==> src/rtl/clock_period_meter.sv <==
// Measures the period and high time of a slow clock-like input in clk_in cycles.
// Also flags lock after repeated equal periods, and a stall when no edge arrives in time.
module clock_period_meter #(
  parameter int WIDTH       = 8,
  parameter int SYNC_STAGES = 2,
  parameter int LOCK_COUNT  = 4
) (
  input  logic           clk_in,
  input  logic           rst,
  input  logic           sig_in,
  output logic [WIDTH:0] period_out,
  output logic [WIDTH:0] high_out,
  output logic           meas_valid,
  output logic           locked,
  output logic           stalled
);

  localparam int            CW     = WIDTH + 1;
  localparam logic [CW-1:0] MAX    = '1;
  localparam int            MW     = $clog2(LOCK_COUNT + 1);
  localparam logic [MW-1:0] LOCK_N = MW'(LOCK_COUNT);

  typedef enum logic [1:0] {IDLE, HIGH, LOW} state_t;

  state_t                 state, state_n;
  logic [SYNC_STAGES-1:0] sync_q;
  logic                   sig_s, sig_d, rise, fall;
  logic [CW-1:0]          per_cnt, per_cnt_n;
  logic [CW-1:0]          hi_cap, hi_cap_n;
  logic [CW-1:0]          prev_per, prev_per_n;
  logic [MW-1:0]          match_cnt, match_n;
  logic [CW-1:0]          period_n, high_n;
  logic                   valid_n, locked_n, stalled_n;
  logic                   measure, timeout;
  logic [CW-1:0]          per_inc;

  always_ff @(posedge clk_in) begin
    if (rst) begin
      sync_q <= '0;
      sig_d  <= 1'b0;
    end else begin
      sync_q <= {sync_q[SYNC_STAGES-2:0], sig_in};
      sig_d  <= sig_s;
    end
  end

  assign sig_s = sync_q[SYNC_STAGES-1];
  assign rise  = sig_s & ~sig_d;
  assign fall  = ~sig_s & sig_d;

  // Saturating increment: the counter must never wrap back to a small period.
  assign per_inc = (per_cnt == MAX) ? MAX : per_cnt + 1'b1;

  always_comb begin
    state_n    = state;
    per_cnt_n  = per_cnt;
    hi_cap_n   = hi_cap;
    prev_per_n = prev_per;
    match_n    = match_cnt;
    period_n   = period_out;
    high_n     = high_out;
    valid_n    = 1'b0;
    locked_n   = locked;
    stalled_n  = stalled;
    measure    = 1'b0;
    timeout    = 1'b0;

    case (state)
      IDLE: begin
        if (rise) begin
          state_n   = HIGH;
          per_cnt_n = CW'(1);
        end
      end
      HIGH: begin
        if (fall) begin
          state_n   = LOW;
          hi_cap_n  = per_cnt;
          per_cnt_n = per_inc;
        end else if (per_cnt == MAX) begin
          timeout = 1'b1;
        end else begin
          per_cnt_n = per_inc;
        end
      end
      LOW: begin
        // A rise on the last count still closes the period (reports MAX).
        if (rise) begin
          measure   = 1'b1;
          state_n   = HIGH;
          per_cnt_n = CW'(1);
        end else if (per_cnt == MAX) begin
          timeout = 1'b1;
        end else begin
          per_cnt_n = per_inc;
        end
      end
      default: state_n = IDLE;
    endcase

    if (timeout) begin
      state_n   = IDLE;
      per_cnt_n = '0;
      stalled_n = 1'b1;
      locked_n  = 1'b0;
      match_n   = '0;
    end

    if (measure) begin
      period_n   = per_cnt;
      high_n     = hi_cap;
      valid_n    = 1'b1;
      stalled_n  = 1'b0;
      prev_per_n = per_cnt;
      if (match_cnt == '0 || per_cnt != prev_per) begin
        match_n  = MW'(1);
        locked_n = 1'b0;
      end else begin
        match_n  = (match_cnt >= LOCK_N) ? LOCK_N : match_cnt + 1'b1;
        locked_n = (match_n == LOCK_N);
      end
    end
  end

  always_ff @(posedge clk_in) begin
    if (rst) begin
      state      <= IDLE;
      per_cnt    <= '0;
      hi_cap     <= '0;
      prev_per   <= '0;
      match_cnt  <= '0;
      period_out <= '0;
      high_out   <= '0;
      meas_valid <= 1'b0;
      locked     <= 1'b0;
      stalled    <= 1'b0;
    end else begin
      state      <= state_n;
      per_cnt    <= per_cnt_n;
      hi_cap     <= hi_cap_n;
      prev_per   <= prev_per_n;
      match_cnt  <= match_n;
      period_out <= period_n;
      high_out   <= high_n;
      meas_valid <= valid_n;
      locked     <= locked_n;
      stalled    <= stalled_n;
    end
  end

endmodule

==> config.mk <==
export PLATFORM = sky130hd
export DESIGN_NAME = clock_period_meter
export DESIGN_NICKNAME = d
export VERILOG_FILES = /design/src/rtl/clock_period_meter.sv
export SDC_FILE = /design/constraint.sdc
export NUM_CORES = 1
export LEC_CHECK = 0
export CORE_ASPECT_RATIO = 0.5
export CORE_MARGIN = 2
export CORE_UTILIZATION = 50
export DETAILED_ROUTE_END_ITERATION = 8
export GPL_TIMING_DRIVEN = 0
export PLACE_DENSITY = 0.75
export SYNTH_ARGS = -nofsm -noshare
export SYNTH_HDL_FRONTEND = slang
export SYNTH_SLANG_ARGS = --single-unit
==> constraint.sdc <==
create_clock -name clk_in -period 1.8 [get_ports clk_in]
set_input_delay 0.36 -clock clk_in [delete_from_list [all_inputs] [get_ports clk_in]]
set_output_delay 0.36 -clock clk_in [all_outputs]
set_load 0.02 [all_outputs]
After elaboration in Yosys (flattened, before gate mapping)
Index checks and enable logic that the tools add are counted.

Register bits: 47. Input bits: 3. Output and inout bits: 21. Logic and storage cells: 60.

Add/subtract/negate cells: 2. Order comparisons: 1. Equality and inequality tests: 8. Mux-type cells: 23. Bitwise gates (word level): 4. Reductions and logical operators: 11.

Operator list (number): $mux W9 (5); $pmux W9 S3 (1); $mux W3 (4); $add A9 B1 Y9 const B (1); $eq A9 B9 Y1 const B (1); $mux W1 (9); $ne A9 B9 Y1 (1); $reduce_and A2 Y1 (3); $reduce_or A2 Y1 (3); $mux W2 (2); $ne A2 B2 Y1 const B (2); $pmux W2 S2 (1); $add A3 B1 Y3 const B (1); $eq A3 B3 Y1 const B (1); $ge A3 B3 Y1 const B (1); $logic_not A3 Y1 (1); $reduce_bool A3 Y1 (1); $and A1 B1 Y1 (2); $eq A2 B1 Y1 const B (1); $eq A2 B2 Y1 const B (1); $logic_not A2 Y1 (1); $ne A2 B1 Y1 const B (1); $not A1 Y1 (2); $pmux W1 S2 (1); 2 further kinds (2).

Logic depth before layout (Yosys ltp)
Gate-level depths: netlist of the first run.

Depth in word-level cells: 6. Gate-level depth with buffers: 8. Depth with buffers taken out: 7.

Worst setup path before layout of the first run
No wires, ideal clock.

Path kind: reg2reg. Start: reg per_cnt[0]. End: reg per_cnt[0]. Library setup time: 0.086 ns. Data arrival time: 1.649 ns. Required time: 1.714 ns. Slack: 0.065 ns. Stages on the path, launching flop included: 9. Path buffers: 1. Clock period less this slack: 1.735 ns. Cell sequence: dfxtp_1 ha_1 and4_1 buf_6 nand3_4 ha_1 o211ai_1 a21oi_1 a211oi_1.

Longest elaborated chain between the ends: 5. Elaborated cells on any way between the ends: 12. Classes of those cells: add/sub: 1; eq/ne: 1; mux: 9; reduce/logical: 1.

Ends and longest elaborated chain: from (decl) (RTL line 28) `logic [CW-1:0] per_cnt, per_cnt_n;`; from (signal assigned) (RTL line 139) `per_cnt <= per_cnt_n;`; $add A9 B1 Y9 or $eq A9 B9 Y1 (tied branches) (RTL line 52, 80, 92); $mux W9 or $mux W1 (tied branches) (RTL line 52, 80, 92); $mux W9 (tied with other cells) (RTL line 80, 92); $mux W9 (tied with other cells) (RTL line 88) `if (rise) begin`; $pmux W9 S3 or $reduce_or A2 Y1 (tied branches).

Parallel ways exist; a longest one is shown, timed or not. A chain may end at the register's enable or synchronous reset.

Final worst setup path of the first run
Start: reg per_cnt[0]. End: reg per_cnt[8].

The elaborated chain is that of the path after synthesis.

==> results.toml, run 1 <==
[sta]
fin_ws_ns = 0.0483
fmax_mhz = 571
fin_crit_sh_pct = 97.3
fin_skew_ns = 0.00527
slew_headroom_pct = 68.3
rsz0062_at_grt = "yes"
setup_viol = 0
setup_tns_ns = 0
period_minus_slack_ns = 1.75
maxSlewViolCount = 0
tightest_slew_ns = 0.472
hold_viol_final = 0

[synthesis]
async_flop_share_pct = 0
synth_seq_cells = 47
netlist_instances = 256
synth_top_flop_cell = "dfxtp_1"
syn-cell-area_um2 = 2240
netlist.area_leader.share_pct = 42.0
yosys.area.top_type = "dfxtp_1"
ys_warn_count = 0
synth_cell_types = 43
ys_top_cells_by_area = "dfxtp_1 (42%), nand2_1 (6.7%), a21oi_1 (6.3%)"
syn_nets = 267
synth_edf_count = 0
synth_area_per_cell_um2 = 8.75
yosysSeqAreaShare_pct = 42.0

[layout]
utilization_pct = 62.4
fin_nets = 299
final_cell_area_um2 = 2720
fill_cells = 367
area_growth_pct = 21.5
diodes = 0
drive_gt1_share_pct = 15.2

[floorplanning]
die_h_um = 51.3
start_util_pct = 51.4
core-area_um2 = 4360
die_w_um = 98.7
io_pins = 24
die_area_um2 = 5060
fp-row-count = 17

[global_routing]
grt_antenna_before_repair = 0
grt_max_degree = 15
grt_pass1_wl_mm = 8.35
grt_use_total_pct = 20.9
gr-total-overflow = 0
first_global_vias = 1811

[worst_setup_path]
r2r_setup_slack_ns = 0.05
r2r_end = "per_cnt[8]$_SDFFE_PP0P_"
end_kind = "flop"
worstPathRequired_ns = 1.98
endpoint = "per_cnt[8]$_SDFFE_PP0P_"
r2r_cells = 7
critPathKind = "flop to flop"
crit_start = "per_cnt[0]$_SDFFE_PP0P_"
critPathLaunchType = "flop"
arrival_ns = 1.93
r2r_start = "per_cnt[0]$_SDFFE_PP0P_"
path_max_fanout = 10

[clocking]
htreeDepth = 2
cts_root_buffer = "clkbuf_8"
cts_tree = "yes"
cts_buffers = 5
cts_buffer_depth = 2
hold_buffers = 0
cts.sinks = 47
clkLatencyLatePin_ns = 0.30
cts.clk_slew.worst_paths_ns = 0.08

[drt]
via_count = 1875
drtIter0Drc = 103
viasPerCell = 5.42
ant_nets = 0
detail_route.first_pass.iterations = 4
route.detailed.drc = 0
wl_mm = 4.86
wl_per_cell_um = 14.0

[pwr]
power.leakage_nw = 1.03
power_per_cell_area_nw_per_um2 = 679
vdd_drop_max_v = 0.000331

[place]
gp_congestion = 0.847
pre_cts_slack_ns = -0.174
dp_hpwl_mm = 3.45
place_area_um2 = 2530
port-buffer-count = 22

[run]
maxCapViolCount = 0

[hold_path]
hp-class = "flop to flop"

[run_status]
outcome = "finished clean"
==> critical path, stage by stage, from the launching register on <==
cell and delay, ns:
dfxtp_4 0.40, ha_4 0.15, and4_1 0.21, buf_6 0.13
nand3_4 0.12, o31ai_2 0.35, buf_6 0.20, nor3_1 0.07
==> synth_stat cells (5+ instances only) <==
cell and number:
buf_2 5, nor4_1 6, dfxtp_1 47, ha_1 8, clkbuf_1 7, mux2i_1 9, nand3_1 5, a21oi_1 28
nand2_1 40, nor2_1 18, xor2_1 9, a31oi_1 5, inv_1 10
==> metal layers <==
metal | track usage [%] | wire length (um) | share of wire (%)
met5 | 0 | 0 | 0
met4 | 6.62 | 31 | 0.64
met2 | 33.7 | 2150 | 44
met1 | 28.2 | 2420 | 50
met3 | 4.65 | 255 | 5.3
==> worst min path at each step <==
stage                                         from  slack, ns                  endpoint  depth (start not counted)
after global routing        hi_cap[2]$_SDFFE_PP0P_       0.48  high_out[2]$_SDFFE_PP0P_                          2
after floorplan               sync_q[0]$_SDFF_PP0_       0.41      sync_q[1]$_SDFF_PP0_                          1
after detailed placement      sync_q[0]$_SDFF_PP0_       0.44      sync_q[1]$_SDFF_PP0_                          1
after CTS                 high_out[1]$_SDFFE_PP0P_       0.46  high_out[1]$_SDFFE_PP0P_                          2
final                       hi_cap[5]$_SDFFE_PP0P_       0.46  high_out[5]$_SDFFE_PP0P_                          2
after global placement        sync_q[0]$_SDFF_PP0_       0.43      sync_q[1]$_SDFF_PP0_                          1
==> state kept, by name, summed over array words and instances (netlist names) <==
| register | flops |
|---|---|
| stalled | 1 |
| per_cnt | 9 |
| locked | 1 |
| hi_cap | 9 |
| high_out | 9 |
| match_cnt | 3 |
| meas_valid | 1 |
| sync_q | 2 |
| sig_d | 1 |
| prev_per | 9 |
| state | 2 |
==> where the power goes <==
part / switching, mW / internal [mW] / total [mW]
clock: 0.358 / 0.315 / 0.673
sequential: 0.0116 / 1.05 / 1.06
combinational: 0.0690 / 0.0469 / 0.116
==> placed cells by master (no fill, tap or decap), drive strengths merged, types with 6 or more instances in the layout <==
master and instances:
xor2 9, nand3 6, inv 10, nand2 40, nor2 18, mux2i 9
a31oi 6, buf 15, dfxtp 47, a21oi 28, ha 8, clkdlybuf4s50 22
clkbuf 14, nor4 7
==> cell families after synthesis <==
group           count (synthesis)  share of synthesized area, %
xor+xnor                        9                          3.52
mux                             9                          4.02
flops                          47                          42.0
compound gates                 55                          16.6
fa+ha+maj                       8                          4.47
buf+inv                        29                          6.82
simple gates                   99                          22.6
==> stage by stage <==
stage	total power [mW]	cells	hold WS, ns
after floorplan	1.15	256	0.414
after global placement	1.18	335	0.431
after detailed placement	1.18	335	0.439
after CTS	1.85	343	0.459
after global routing	1.91	346	0.477
final	1.85	346	0.457
==> what timing repair did <==
| action | CTS | global route |
|---|---|---|
| buffers inserted | 1 | 3 |
| pin swaps | 1 | 0 |
| setup endpoints to repair | 25 | 24 |
| resized for setup | 11 | 7 |
==> area by class of cell <==
class | count | area, um^2 | area share, %
multi-input combinational | 180 | 1200 | 44.1
sequential | 47 | 951 | 34.9
timing repair buffer | 26 | 250 | 9.20
clock buffer | 7 | 86.3 | 3.17
buffer | 18 | 115 | 4.23
inverter | 10 | 37.5 | 1.38
tap | 57 | 71.3 | 2.62
clock inverter | 1 | 8.76 | 0.322
Power figures use the tool's default switching activity.
==> inputs of run 2 (changes only) <==
Settings changed: CORE_UTILIZATION 50 to 40, CTS_CLUSTER_SIZE from default to 30, PLACE_DENSITY 0.75 to default.
==> run 2 against run 1 <==
  * Non-clock buffer count up 7
  * Critical endpoint unchanged
  * Clock skew down 0.0029 ns
  * Worst setup slack worse by 0.013 ns
  * Fmax is 0.73% lower
  * Critical path depth grew 1
  * First-iteration DRC count is 15% higher
  * Clock power rose by 20%
  * Die area increased by 23%
  * Core utilization fell by 9.9 points
  * Sequential power barely moved
  * Design area up 5.1%
  * Highest routed layer unchanged
==> results.toml, run 2 (synthesized netlist as in run 1, its figures left out) <==
[layout]
final_cell_mix = "dfxtp_1 (42), nand2_1 (40), a21oi_1 (28), clkdlybuf4s50_1 (22), nor2_1 (18)"
final_cells = 369
diodes = 0
drive_gt1_share_pct = 18.9
fin_nets = 306
area_growth_pct = 27.7
final_common_cell = "dfxtp_1"
fill_cells = 521

[place]
dp_cells = 351
pre_cts_slack_ns = -0.311
gp_congestion = 0.789
port-buffer-count = 22
dp_hpwl_mm = 3.73

[pwr]
power.leakage_nw = 1.08
vdd_drop_max_v = 0.000310
power_per_cell_area_nw_per_um2 = 696

[worst_setup_path]
crit_start = "per_cnt[0]$_SDFFE_PP0P_"
r2r_start = "per_cnt[0]$_SDFFE_PP0P_"
cp_common_cell = "buf_6"
end_kind = "flop"
crit_chain = "ha_4 > and4_1 > buf_6 > nand3_4 > buf_4 > o31ai_4 > buf_6 > nor3_1"
slowest_delay_ns = 0.39
critPathKind = "flop to flop"
arrival_ns = 1.96
path_max_fanout = 10
worstPathRequired_ns = 2.00
slowest_stage = "dfxtp_4"
critPathLaunchType = "flop"

[global_routing]
grt_max_degree = 17
grt_antenna_before_repair = 0
grt_pass1_wl_mm = 9.23
grt_use_total_pct = 19.1
gr-total-overflow = 0
first_global_vias = 1896

[sta]
fmax_mhz = 567
rsz0062_at_grt = "yes"
slew_headroom_pct = 67.7
tightest_slew_ns = 0.485
maxSlewViolCount = 0
fin_crit_sh_pct = 98.0
period_minus_slack_ns = 1.76
hold_viol_final = 0
fin_ws_ns = 0.0353
setup_tns_ns = 0
holdWs_ns = 0.458
fin_skew_ns = 0.00234
setup_viol = 0

[hold_path]
hp-class = "flop to flop"
worstHoldStart = "sync_q[0]$_SDFF_PP0_"

[drt]
drtIter0Drc = 118
ant_nets = 0
detail_route.first_pass.iterations = 4
wl_mm = 5.55
route.detailed.drc = 0
via_count = 1967
viasPerCell = 5.33
wl_per_cell_um = 15.0

[floorplanning]
core-area_um2 = 5440
io_pins = 24
die_h_um = 56.9
die_area_um2 = 6250
fp-row-count = 19
die_w_um = 110
start_util_pct = 41.1

[clocking]
htreeDepth = 2
clkLatencyLatePin_ns = 0.31
cts_root_buffer = "clkbuf_8"
cts.sinks = 47
cts.clk_slew.worst_paths_ns = 0.09
cts_buffer_depth = 2
cts_buffers = 5
cts_tree = "yes"
hold_buffers = 0

[run_status]
outcome = "finished clean"

[run]
maxCapViolCount = 0
## run 2: per-layer routing
layer / part of all wire, % / vias to the layer above / GRT usage [%]
met5: 0 / - / 0
li1: - / 967 / -
met3: 6.5 / 7 / 3.48
met1: 47 / 933 / 28.0
met2: 45 / 60 / 28.1
met4: 1.1 / 0 / 6.33
## run 2: metrics by stage
| step | power, mW | cell area (um^2) | utilization [%] |
|---|---|---|---|
| 6_report | 1.99 | 2860 | 52.5 |
| 5_1_grt | 2.08 | 2860 | 52.5 |
| 4_1_cts | 1.99 | 2750 | 50.4 |
| 3_5_place_dp | 1.18 | 2550 | 46.9 |
| 3_3_place_gp | 1.18 | 2550 | 46.9 |
| 2_1_floorplan | 1.15 | 2240 | - |
## run 2: final timing paths
path / slack [ns] / cells after the start / to
max: 0.04 / 8 / per_cnt[8]$_SDFFE_PP0P_
min: 0.46 / 1 / sync_q[1]$_SDFF_PP0_
max reg2reg: 0.04 / 8 / per_cnt[8]$_SDFFE_PP0P_
min reg2reg: 0.46 / 1 / sync_q[1]$_SDFF_PP0_
## run 2: critical path, delay by kind of cell (launching register included)
| kind | cells | cell delay, ns |
|---|---|---|
| DFF | 1 | 0.39 |
| and+or+nand+nor | 3 | 0.38 |
| buffers and inverters | 3 | 0.49 |
| adders and majority gates | 1 | 0.14 |
| AOI/OAI and AO/OA | 1 | 0.23 |
## run 2: timing repair
item,in CTS,in global routing
gates resized for setup,11,18
pin swaps,1,4
buffers inserted,6,5
endpoints found under the setup margin,25,22
## run 2: final cells by class
| class | instances | area, um^2 | share of cell area [%] |
|---|---|---|---|
| tap | 73 | 91.3 | 3.19 |
| clock inverter | 3 | 47.5 | 1.66 |
| clock buffer | 5 | 68.8 | 2.41 |
| buffer | 18 | 124 | 4.33 |
| multi-input combinational | 180 | 1230 | 43.0 |
| inverter | 10 | 37.5 | 1.31 |
| timing repair buffer | 33 | 307 | 10.7 |
| sequential | 47 | 955 | 33.4 |
## run 2: report_power, final
part | leakage, nW | internal, mW | switching, mW
Sequential | 0.382 | 1.05 | 0.00962
Combinational | 0.643 | 0.0495 | 0.0758
Clock | 0.0587 | 0.421 | 0.387
Total | 1.08 | 1.52 | 0.473
==> inputs of run 3 (changes only) <==
Settings changed: ABC_CLOCK_PERIOD_IN_PS from default to 1800.
==> results of run 3 <==
The final DEF is identical to that of run 2; final timing and power are the same.
